===== src/rtl/cpu_control_unit.sv =====
// Two-state fetch/execute sequencer: owns the PC and IR, fetches over a busy-wait
// handshake and decodes IR into reg_file addresses, write enable and ALU/mux controls.
module cpu_control_unit #(
    parameter logic [31:0] PC_RESET     = 32'h0000_0000,
    parameter int unsigned OFFSET_SHIFT = 2
) (
    input  logic        CLK,
    input  logic        RESET,
    output logic [31:0] PC,
    output logic        IMEM_READ,
    input  logic        IMEM_BUSYWAIT,
    input  logic [31:0] INSTRUCTION,
    input  logic        ZERO,
    output logic [2:0]  INADDRESS,
    output logic [2:0]  OUT1ADDRESS,
    output logic [2:0]  OUT2ADDRESS,
    output logic        WRITE,
    output logic [7:0]  IMMEDIATE,
    output logic        IMM_SEL,
    output logic        SUB_SEL,
    output logic [2:0]  ALUOP,
    output logic        ILLEGAL
);

    typedef enum logic {
        FETCH = 1'b0,
        EXEC  = 1'b1
    } state_t;

    localparam logic [7:0] OP_LOADI = 8'h00;
    localparam logic [7:0] OP_MOV   = 8'h01;
    localparam logic [7:0] OP_ADD   = 8'h02;
    localparam logic [7:0] OP_SUB   = 8'h03;
    localparam logic [7:0] OP_AND   = 8'h04;
    localparam logic [7:0] OP_OR    = 8'h05;
    localparam logic [7:0] OP_J     = 8'h06;
    localparam logic [7:0] OP_BEQ   = 8'h07;

    localparam logic [2:0] ALU_FWD = 3'b000;
    localparam logic [2:0] ALU_ADD = 3'b001;
    localparam logic [2:0] ALU_AND = 3'b010;
    localparam logic [2:0] ALU_OR  = 3'b011;

    state_t      state_q, state_d;
    logic [31:0] pc_q, pc_d;
    logic [31:0] ir_q, ir_d;
    logic [7:0]  op;
    logic        take_branch;
    logic        unused_ir_bits;

    // Offset is a signed byte scaled to a word offset; arithmetic wraps mod 2^32.
    function automatic logic [31:0] next_pc(input logic [31:0] pc,
                                            input logic [7:0]  offset,
                                            input logic        taken);
        logic signed [31:0] ext;
        ext = {{24{offset[7]}}, offset};
        if (taken)
            return pc + 32'd4 + 32'(ext <<< OFFSET_SHIFT);
        return pc + 32'd4;
    endfunction

    assign op             = ir_q[31:24];
    assign take_branch    = (op == OP_J) || ((op == OP_BEQ) && ZERO);
    assign unused_ir_bits = ^{ir_q[23:19], ir_q[15:11], ir_q[7:3]};

    assign PC          = pc_q;
    assign INADDRESS   = ir_q[18:16];
    assign OUT1ADDRESS = ir_q[10:8];
    assign OUT2ADDRESS = ir_q[2:0];
    assign IMMEDIATE   = ir_q[7:0];

    always_ff @(posedge CLK or posedge RESET) begin
        if (RESET) begin
            state_q <= FETCH;
            pc_q    <= PC_RESET;
            ir_q    <= 32'h0;
        end else begin
            state_q <= state_d;
            pc_q    <= pc_d;
            ir_q    <= ir_d;
        end
    end

    always_comb begin
        state_d = state_q;
        pc_d    = pc_q;
        ir_d    = ir_q;
        case (state_q)
            FETCH: begin
                if (!IMEM_BUSYWAIT) begin
                    ir_d    = INSTRUCTION;
                    state_d = EXEC;
                end
            end
            EXEC: begin
                pc_d    = next_pc(pc_q, ir_q[23:16], take_branch);
                state_d = FETCH;
            end
            default: state_d = FETCH;
        endcase
    end

    // Controls are only live during EXEC and are forced low while RESET is held.
    always_comb begin
        IMEM_READ = 1'b0;
        WRITE     = 1'b0;
        IMM_SEL   = 1'b0;
        SUB_SEL   = 1'b0;
        ALUOP     = ALU_FWD;
        ILLEGAL   = 1'b0;
        if (!RESET) begin
            if (state_q == FETCH) begin
                IMEM_READ = 1'b1;
            end else begin
                case (op)
                    OP_LOADI: begin IMM_SEL = 1'b1; WRITE = 1'b1; end
                    OP_MOV:   WRITE = 1'b1;
                    OP_ADD:   begin ALUOP = ALU_ADD; WRITE = 1'b1; end
                    OP_SUB:   begin ALUOP = ALU_ADD; SUB_SEL = 1'b1; WRITE = 1'b1; end
                    OP_AND:   begin ALUOP = ALU_AND; WRITE = 1'b1; end
                    OP_OR:    begin ALUOP = ALU_OR;  WRITE = 1'b1; end
                    OP_J:     ;
                    OP_BEQ:   begin ALUOP = ALU_ADD; SUB_SEL = 1'b1; end
                    default:  ILLEGAL = 1'b1;
                endcase
            end
        end
    end

endmodule


===== config.mk =====
export PLATFORM = sky130hd
export DESIGN_NAME = cpu_control_unit
export DESIGN_NICKNAME = d
export VERILOG_FILES = /design/src/rtl/cpu_control_unit.sv
export SDC_FILE = /design/constraint.sdc
export NUM_CORES = 1
export LEC_CHECK = 0
export CAP_MARGIN = 10
export CORE_MARGIN = 2
export CORE_UTILIZATION = 40
export CTS_CLUSTER_DIAMETER = 120
export DETAILED_ROUTE_END_ITERATION = 10
export SETUP_SLACK_MARGIN = 0.5
export SLEW_MARGIN = 20
export SYNTH_ARGS = -nofsm -noshare
export SYNTH_HDL_FRONTEND = slang
export SYNTH_SLANG_ARGS = --single-unit

===== constraint.sdc =====
create_clock -name CLK -period 4.1 [get_ports CLK]
set_input_delay 0.615 -clock CLK [delete_from_list [all_inputs] [get_ports CLK]]
set_output_delay 0.615 -clock CLK [all_outputs]
set_load 0.005 [all_outputs]

==> impl_metrics.env, run 1 <==
export IMPL_outcome="completed"
export IMPL_switching_share_pct=41.1
export IMPL_drt_iter0_markers=318
export IMPL_die_area_um2=13500
export IMPL_maxCapViolations=0
export IMPL_ys_seq_area_share_pct=28.9
export IMPL_postLayoutCellArea_um2=6480
export IMPL_fmax_mhz=288
export IMPL_wl_um=14200
export IMPL_cts_buffer_depth=2
export IMPL_worstHoldStart="PC[31]"
export IMPL_synth_top_area_cell="dfrtp_1"
export IMPL_grt_max_degree=59
export IMPL_antenna_found_initial=0
export IMPL_num_vias=4770
export IMPL_worst_ir_drop_vdd_mv=0.358
export IMPL_startpoint_type="register"
export IMPL_synth_cell_type_count=67
export IMPL_yosys_warnings=0
export IMPL_rows=40
export IMPL_rsz0062_at_grt="true"
export IMPL_via_per_inst=5.61
export IMPL_portBuffers=84
export IMPL_antennaDiodeCount=0
export IMPL_path_depth=16
export IMPL_grt_pass1_wl_um=22600
export IMPL_slowest_delay_ns=0.42
export IMPL_ys_seq_elements=58
export IMPL_area_delta_synth_final_pct=29.0
export IMPL_clockPowerShare_pct=21.5
export IMPL_synthFlopType="dfrtp_1"
export IMPL_hold_viol_final=0
export IMPL_placement_cell_area_um2=5970
export IMPL_hp_class="register to register"
export IMPL_die_w_um=116
export IMPL_fp_coreArea_um2=12200
export IMPL_htree_num_levels=3
export IMPL_path_max_fanout=6
export IMPL_cp_top_family="simple AND/OR/NAND/NOR gates"
export IMPL_antenna_left=0
export IMPL_crit_type="register to register"
export IMPL_fin_setup_tns_ns=0
export IMPL_track_usage_pct=21.4
export IMPL_drc=0
export IMPL_routedWlPerCell_um=16.7
export IMPL_ctsRootBufferMaster="clkbuf_16"
export IMPL_power_internal_uw=2150
export IMPL_syn_area_per_cell_um2=8.45
export IMPL_p_per_area_nw_per_um2=562
export IMPL_path_buf_inv=1
export IMPL_synth_most_common_cell="dfrtp_1"
export IMPL_finalNetCount=751
export IMPL_combPwrFrac_pct=55.3
export IMPL_rrSetupSlack_ns=0.63
export IMPL_clock_skew_ns=0.00781
export IMPL_switching_power_uw=1500
export IMPL_path_clk_slew_ns=0.06
export IMPL_grt_ovfl_total=0
export IMPL_startpoint="PC[3]"
export IMPL_drtPass1Iterations=5
export IMPL_cts_buffers=9
export IMPL_holdPathStages=1
export IMPL_slowest_stage="dfrtp_2"
export IMPL_hold_end="PC[31]"
export IMPL_drive_gt1_share_pct=18.5
export IMPL_place_gp_congestion=0.882
export IMPL_r2r_worst_path_cells=16
export IMPL_insertion_delay_ns=0.35
export IMPL_netlist_instances=595
export IMPL_synthTopCellsByArea="dfrtp_1 (29%), ha_1 (9.2%), mux2_2 (6.0%)"
export IMPL_worstReg2RegEnd="PC[29]"
export IMPL_initial_utilization_pct=41.3
export IMPL_worstPathArrival_ns=3.68
export IMPL_num_io_pins=93
export IMPL_path_cells="nand2_1 -> nor2_1 -> nand2_2 -> nor3_2 -> buf_4 -> and3_1 -> xor2_1 -> ha_1 -> o211ai_1 -> o21ai_1 -> nor3_1 -> a21oi_1 -> nand2_1 -> o31a_1 -> xor2_1 -> o21ai_1"
export IMPL_grt_pass1_vias=4576
export IMPL_synthTopCellsByCount="dfrtp_1 (58), a21oi_1 (54), nand2_1 (52), nor2_1 (51), o21ai_0 (38)"
export IMPL_max_slew_worst_pin_slew_ns=0.879
export IMPL_finalCriticalPeriod_ns=3.47
export IMPL_cts_tree="built"
export IMPL_critPathCaptureType="register"
export IMPL_cp_required_ns=4.31
export IMPL_power_frac_seq_pct=23.2
export IMPL_setup_viol=0
export IMPL_r2r_start="PC[3]"
export IMPL_cts_sinks=58
export IMPL_die_y_um=116
export IMPL_synth_edf_count=0
export IMPL_hpwl_um=9950
export IMPL_p_leak_uw=0.00270
export IMPL_yosys_area_top_type_share_pct=28.9
export IMPL_slew_viol_final=0
export IMPL_slew_limit_headroom_pct=41.4
export IMPL_async_reset_ff_share_pct=100
export IMPL_fin_crit_sh_pct=84.6
export IMPL_syn_cell_area_um2=5030
cell families (layout without fill, tap and decap cells):
kind of cell,Yosys count,after routing,share of synthesized area [%]
other cells,1,3,0.0746
flops,58,58,28.9
fa+ha+maj,38,38,9.61
simple gates,188,188,18.7
compound gates,169,169,21.2
buf+inv,62,147,6.42
mux,29,29,6.45
xor+xnor,50,50,8.71
worst reg2reg max path: stages (launching register included):
cell      delay [ns]
dfrtp_2         0.42
nand2_1         0.09
nor2_1          0.19
nand2_2         0.14
nor3_2          0.24
buf_4           0.15
and3_1          0.22
xor2_1          0.27
ha_1            0.23
o211ai_1        0.12
o21ai_1         0.20
nor3_1          0.06
a21oi_1         0.25
nand2_1         0.15
o31a_1          0.33
xor2_1          0.18
o21ai_1         0.09
power by group through the flow:
stage / logic [uW] / clock network [uW] / registers (uW)
floorplan: 1270 / 0 / 839
global placement: 1790 / 0 / 861
detailed placement: 1810 / 0 / 867
CTS: 1840 / 797 / 865
global route: 2210 / 826 / 864
finish: 2020 / 784 / 844
worst max-delay path by stage:
stage / end / slack (ns)
5_1_grt: PC[31] / 0.46
3_5_place_dp: PC[31] / 0.30
2_1_floorplan: PC[31] / 0.72
3_3_place_gp: PC[31] / 0.31
6_report: PC[29] / 0.63
4_1_cts: PC[31] / 0.46
metal layers:
layer / GRT usage [%] / up-vias / share of wire, %
met1: 28.2 / 2297 / 45
met2: 35.0 / 146 / 47
li1: - / 2303 / -
met4: 8.89 / 0 / 2.3
met5: 0 / - / 0
met3: 3.68 / 24 / 5.9
registers in the layout, summed over array words and instances (netlist names):
signal and count:
PC 30, ir_q 27, state_q 1
per-stage QoR:
step	total power (uW)	hold WS (ns)	instances	worst slack [ns]	utilization (%)
2_1_floorplan	2110	0.468	597	0.721	-
6_report	3650	0.481	850	0.629	53.3
4_1_cts	3500	0.485	838	0.456	51.9
3_5_place_dp	2680	0.473	821	0.296	49.1
3_3_place_gp	2650	0.467	821	0.312	49.1
5_1_grt	3900	0.491	850	0.455	53.3
area by class of cell:
cell class	instances	area (um2)
clock buffer	10	239
clock inverter	6	66.3
fill	1128	5680
inverter	14	52.6
multi-input combinational	477	3370
sequential	58	1460
tap	168	210
timing repair buffer	117	1090
cells in the final DEF (no fill, tap or decap), types with 3 or more instances in the layout:
cell             netlist  routed
dfrtp_2                0       8
o21ai_1                9      11
clkinvlp_4             0       3
o211ai_1               3       3
nand3b_1               3       3
a31oi_1                7       7
nor2_1                51      47
and4_4                 1       3
nand2_1               52      50
and4_1                 5       3
nand3_1               13      13
a32oi_1                5       5
a211oi_1               5       5
ha_2                   0       4
clkbuf_16              0       9
conb_1                 1       3
and3_1                10       9
inv_1                 13      12
a21oi_1               54      49
buf_4                 22      33
o31a_1                 3       3
ha_1                  37      33
xnor2_1               30      30
mux2_2                27      27
a21oi_2                0       5
nor2_2                 1       4
nand4_1               19      19
o21ai_0               38      36
o21a_1                 3       3
xor2_1                20      19
dfrtp_1               58      50
o21bai_1               5       5
a22oi_1                3       3
nor3_1                11      10
clkdlybuf4s50_1        0      84
nor4_1                 5       5
a21o_1                15      15
what timing repair did:
item | CTS | global route
gates cloned | 0 | 0
resized for setup | 10 | 27
buffers inserted | 1 | 12
pin swaps | 1 | 7
hold buffers | 0 | 0
endpoints found under the setup margin | 6 | 7
No activity file was read; power rests on OpenSTA's default activity.
==> inputs of run 2 (changes only) <==
PLACE_DENSITY = 0.66   (was default)
clock period = 2.8 ns   (was 4.1 ns; I/O delays follow)
==> impl_metrics.env, run 2 (synthesis gave the netlist of run 1 again) <==
export IMPL_outcome="finished, violations left"
export IMPL_violations="negative setup slack"
export IMPL_rsz0062_at_grt="true"
export IMPL_worstHoldStart="PC[31]"
export IMPL_portBuffers=84
export IMPL_worst_ir_drop_vdd_mv=0.962
export IMPL_path_clk_slew_ns=0.06
export IMPL_hp_class="register to register"
export IMPL_worstReg2RegEnd="PC[29]"
export IMPL_finalCriticalPeriod_ns=3.44
export IMPL_path_max_fanout=6
export IMPL_antennaDiodeCount=0
export IMPL_rrSetupSlack_ns=-0.64
export IMPL_ctsRootBufferMaster="clkbuf_16"
export IMPL_wl_um=23900
export IMPL_htree_num_levels=3
export IMPL_slowest_delay_ns=0.45
export IMPL_slew_limit_headroom_pct=45.9
export IMPL_cts_buffer_depth=2
export IMPL_rows=40
export IMPL_fp_coreArea_um2=12200
export IMPL_cts_buffers=9
export IMPL_grt_max_degree=59
export IMPL_clock_skew_ns=0.0121
export IMPL_initial_utilization_pct=41.3
export IMPL_fin_util_pct=74.5
export IMPL_cts_tree="built"
export IMPL_slowest_stage="dfrtp_1"
export IMPL_maxCapViolations=0
export IMPL_max_slew_worst_pin_slew_ns=0.811
export IMPL_antenna_left=0
export IMPL_startpoint="PC[2]"
export IMPL_path_cells="buf_6 -> ha_4 -> buf_8 -> nand4_1 -> xnor2_2 -> ha_1 -> a21o_1 -> a311oi_2 -> buf_4 -> o21ai_1 -> nor3_1 -> a21oi_2 -> nand2_2 -> o31a_1 -> xor2_1 -> o21ai_1"
export IMPL_drt_iter0_markers=642
export IMPL_crit_type="register to register"
export IMPL_fmax_mhz=291
export IMPL_layout_common_cells="buf_4 (181), clkdlybuf4s50_1 (78), dfrtp_1 (55), nand2_1 (45), buf_6 (39)"
export IMPL_track_usage_pct=27.9
export IMPL_via_per_inst=6.05
export IMPL_routedWlPerCell_um=22.9
export IMPL_hold_viol_final=0
export IMPL_grt_pass1_vias=5780
export IMPL_final_common_cell="buf_4"
export IMPL_drtPass1Iterations=5
export IMPL_instances_no_fill=1044
export IMPL_fin_ws_ns=-0.640
export IMPL_worstPathArrival_ns=3.64
export IMPL_holdPathStages=1
export IMPL_fin_crit_sh_pct=123
export IMPL_num_vias=6316
export IMPL_insertion_delay_ns=0.35
export IMPL_place_gp_congestion=0.960
export IMPL_fin_setup_tns_ns=-10.08
export IMPL_finalPower_uw=8890
export IMPL_hpwl_um=12300
export IMPL_drive_gt1_share_pct=49.5
export IMPL_die_w_um=116
export IMPL_grt_ovfl_total=0
export IMPL_finalNetCount=945
export IMPL_dpl_worst_slack_ns=-0.587
export IMPL_num_io_pins=93
export IMPL_p_leak_uw=0.00399
export IMPL_critPathCaptureType="register"
export IMPL_antenna_found_initial=0
export IMPL_dp_cells=959
export IMPL_drc=0
export IMPL_grt_pass1_wl_um=29200
export IMPL_cts_sinks=58
export IMPL_cpMostUsedCell="o21ai_1"
export IMPL_area_delta_synth_final_pct=80.3
export IMPL_startpoint_type="register"
export IMPL_setup_viol=22
export IMPL_die_area_um2=13500
export IMPL_slew_viol_final=0
export IMPL_cp_required_ns=3.00
export IMPL_r2r_start="PC[2]"
export IMPL_p_per_area_nw_per_um2=982
export IMPL_r2r_worst_path_cells=16
export IMPL_hold_end="PC[31]"
export IMPL_largest_reg_flops=30
export IMPL_die_y_um=116
-- run 2: cell count changes in the layout (fill, tap and decap cells not counted), sizes merged --
cell           previous run  this run
buf                      33       231
bufbuf                    0         1
bufinv                    1         3
clkdlybuf4s50            84        78
clkinv                    2         3
clkinvlp                  3         1
-- run 2: what timing repair did --
item / CTS / global route
endpoints found under the setup margin: 32 / 34
gates resized for setup: 131 / 121
gates cloned: 1 / 0
buffers inserted: 26 / 42
pin swaps: 78 / 60
hold buffers: 0 / 0
-- run 2: area by class of cell --
| cell class | instances | area [um2] |
|---|---|---|
| multi-input combinational | 477 | 4220 |
| fill | 711 | 3100 |
| timing repair buffer | 311 | 2770 |
| sequential | 58 | 1460 |
| clock buffer | 9 | 225 |
| tap | 168 | 210 |
| clock inverter | 7 | 125 |
| inverter | 14 | 61.3 |
-- run 2: worst max-delay path by stage --
stage          endpoint  slack [ns]  cells after the start
4_1_cts          PC[31]       -0.40                     16
3_5_place_dp     PC[30]       -0.59                     16
6_report         PC[29]       -0.64                     16
2_1_floorplan    PC[31]       -0.42                     16
3_3_place_gp     PC[29]       -0.54                     16
5_1_grt          PC[29]       -0.75                     16
-- run 2: stage by stage --
step	instance area, um2	hold WS, ns
2_1_floorplan	5090	0.460
5_1_grt	9060	0.513
6_report	9060	0.489
3_3_place_gp	7110	0.475
3_5_place_dp	7110	0.475
4_1_cts	8150	0.494
-- run 2: critical path: cells and delay by family (launching register included) --
family / cells / cell delay (ns)
xor gates and xnor gates: 2 / 0.39
and+or+nand+nor: 3 / 0.49
AOI/OAI and AO/OA: 6 / 1.00
DFF: 1 / 0.45
buffers and inverters: 3 / 0.45
adders and majority gates: 2 / 0.50
-- run 2: report_power, final --
| part | switching, uW | internal (uW) |
|---|---|---|
| sequential | 181 | 1010 |
| combinational | 3100 | 3230 |
| clock | 490 | 878 |
| total | 3770 | 5120 |
-- run 2: routing by layer --
| metal | track usage (%) | wire, um | vias up | share of wire (%) |
|---|---|---|---|---|
| met5 | 0 | 0 | - | 0 |
| met4 | 11.7 | 1520 | 0 | 6.4 |
| met3 | 5.14 | 1890 | 151 | 7.9 |
| met2 | 46.3 | 11900 | 432 | 50 |
| met1 | 35.9 | 8520 | 3048 | 36 |
| li1 | - | - | 2685 | - |
==> inputs of run 3 (changes only) <==
ABC_CLOCK_PERIOD_IN_PS = 2800   (was default)
==> results of run 3 <==
Final layout, timing and power as in run 2 (identical DEF).
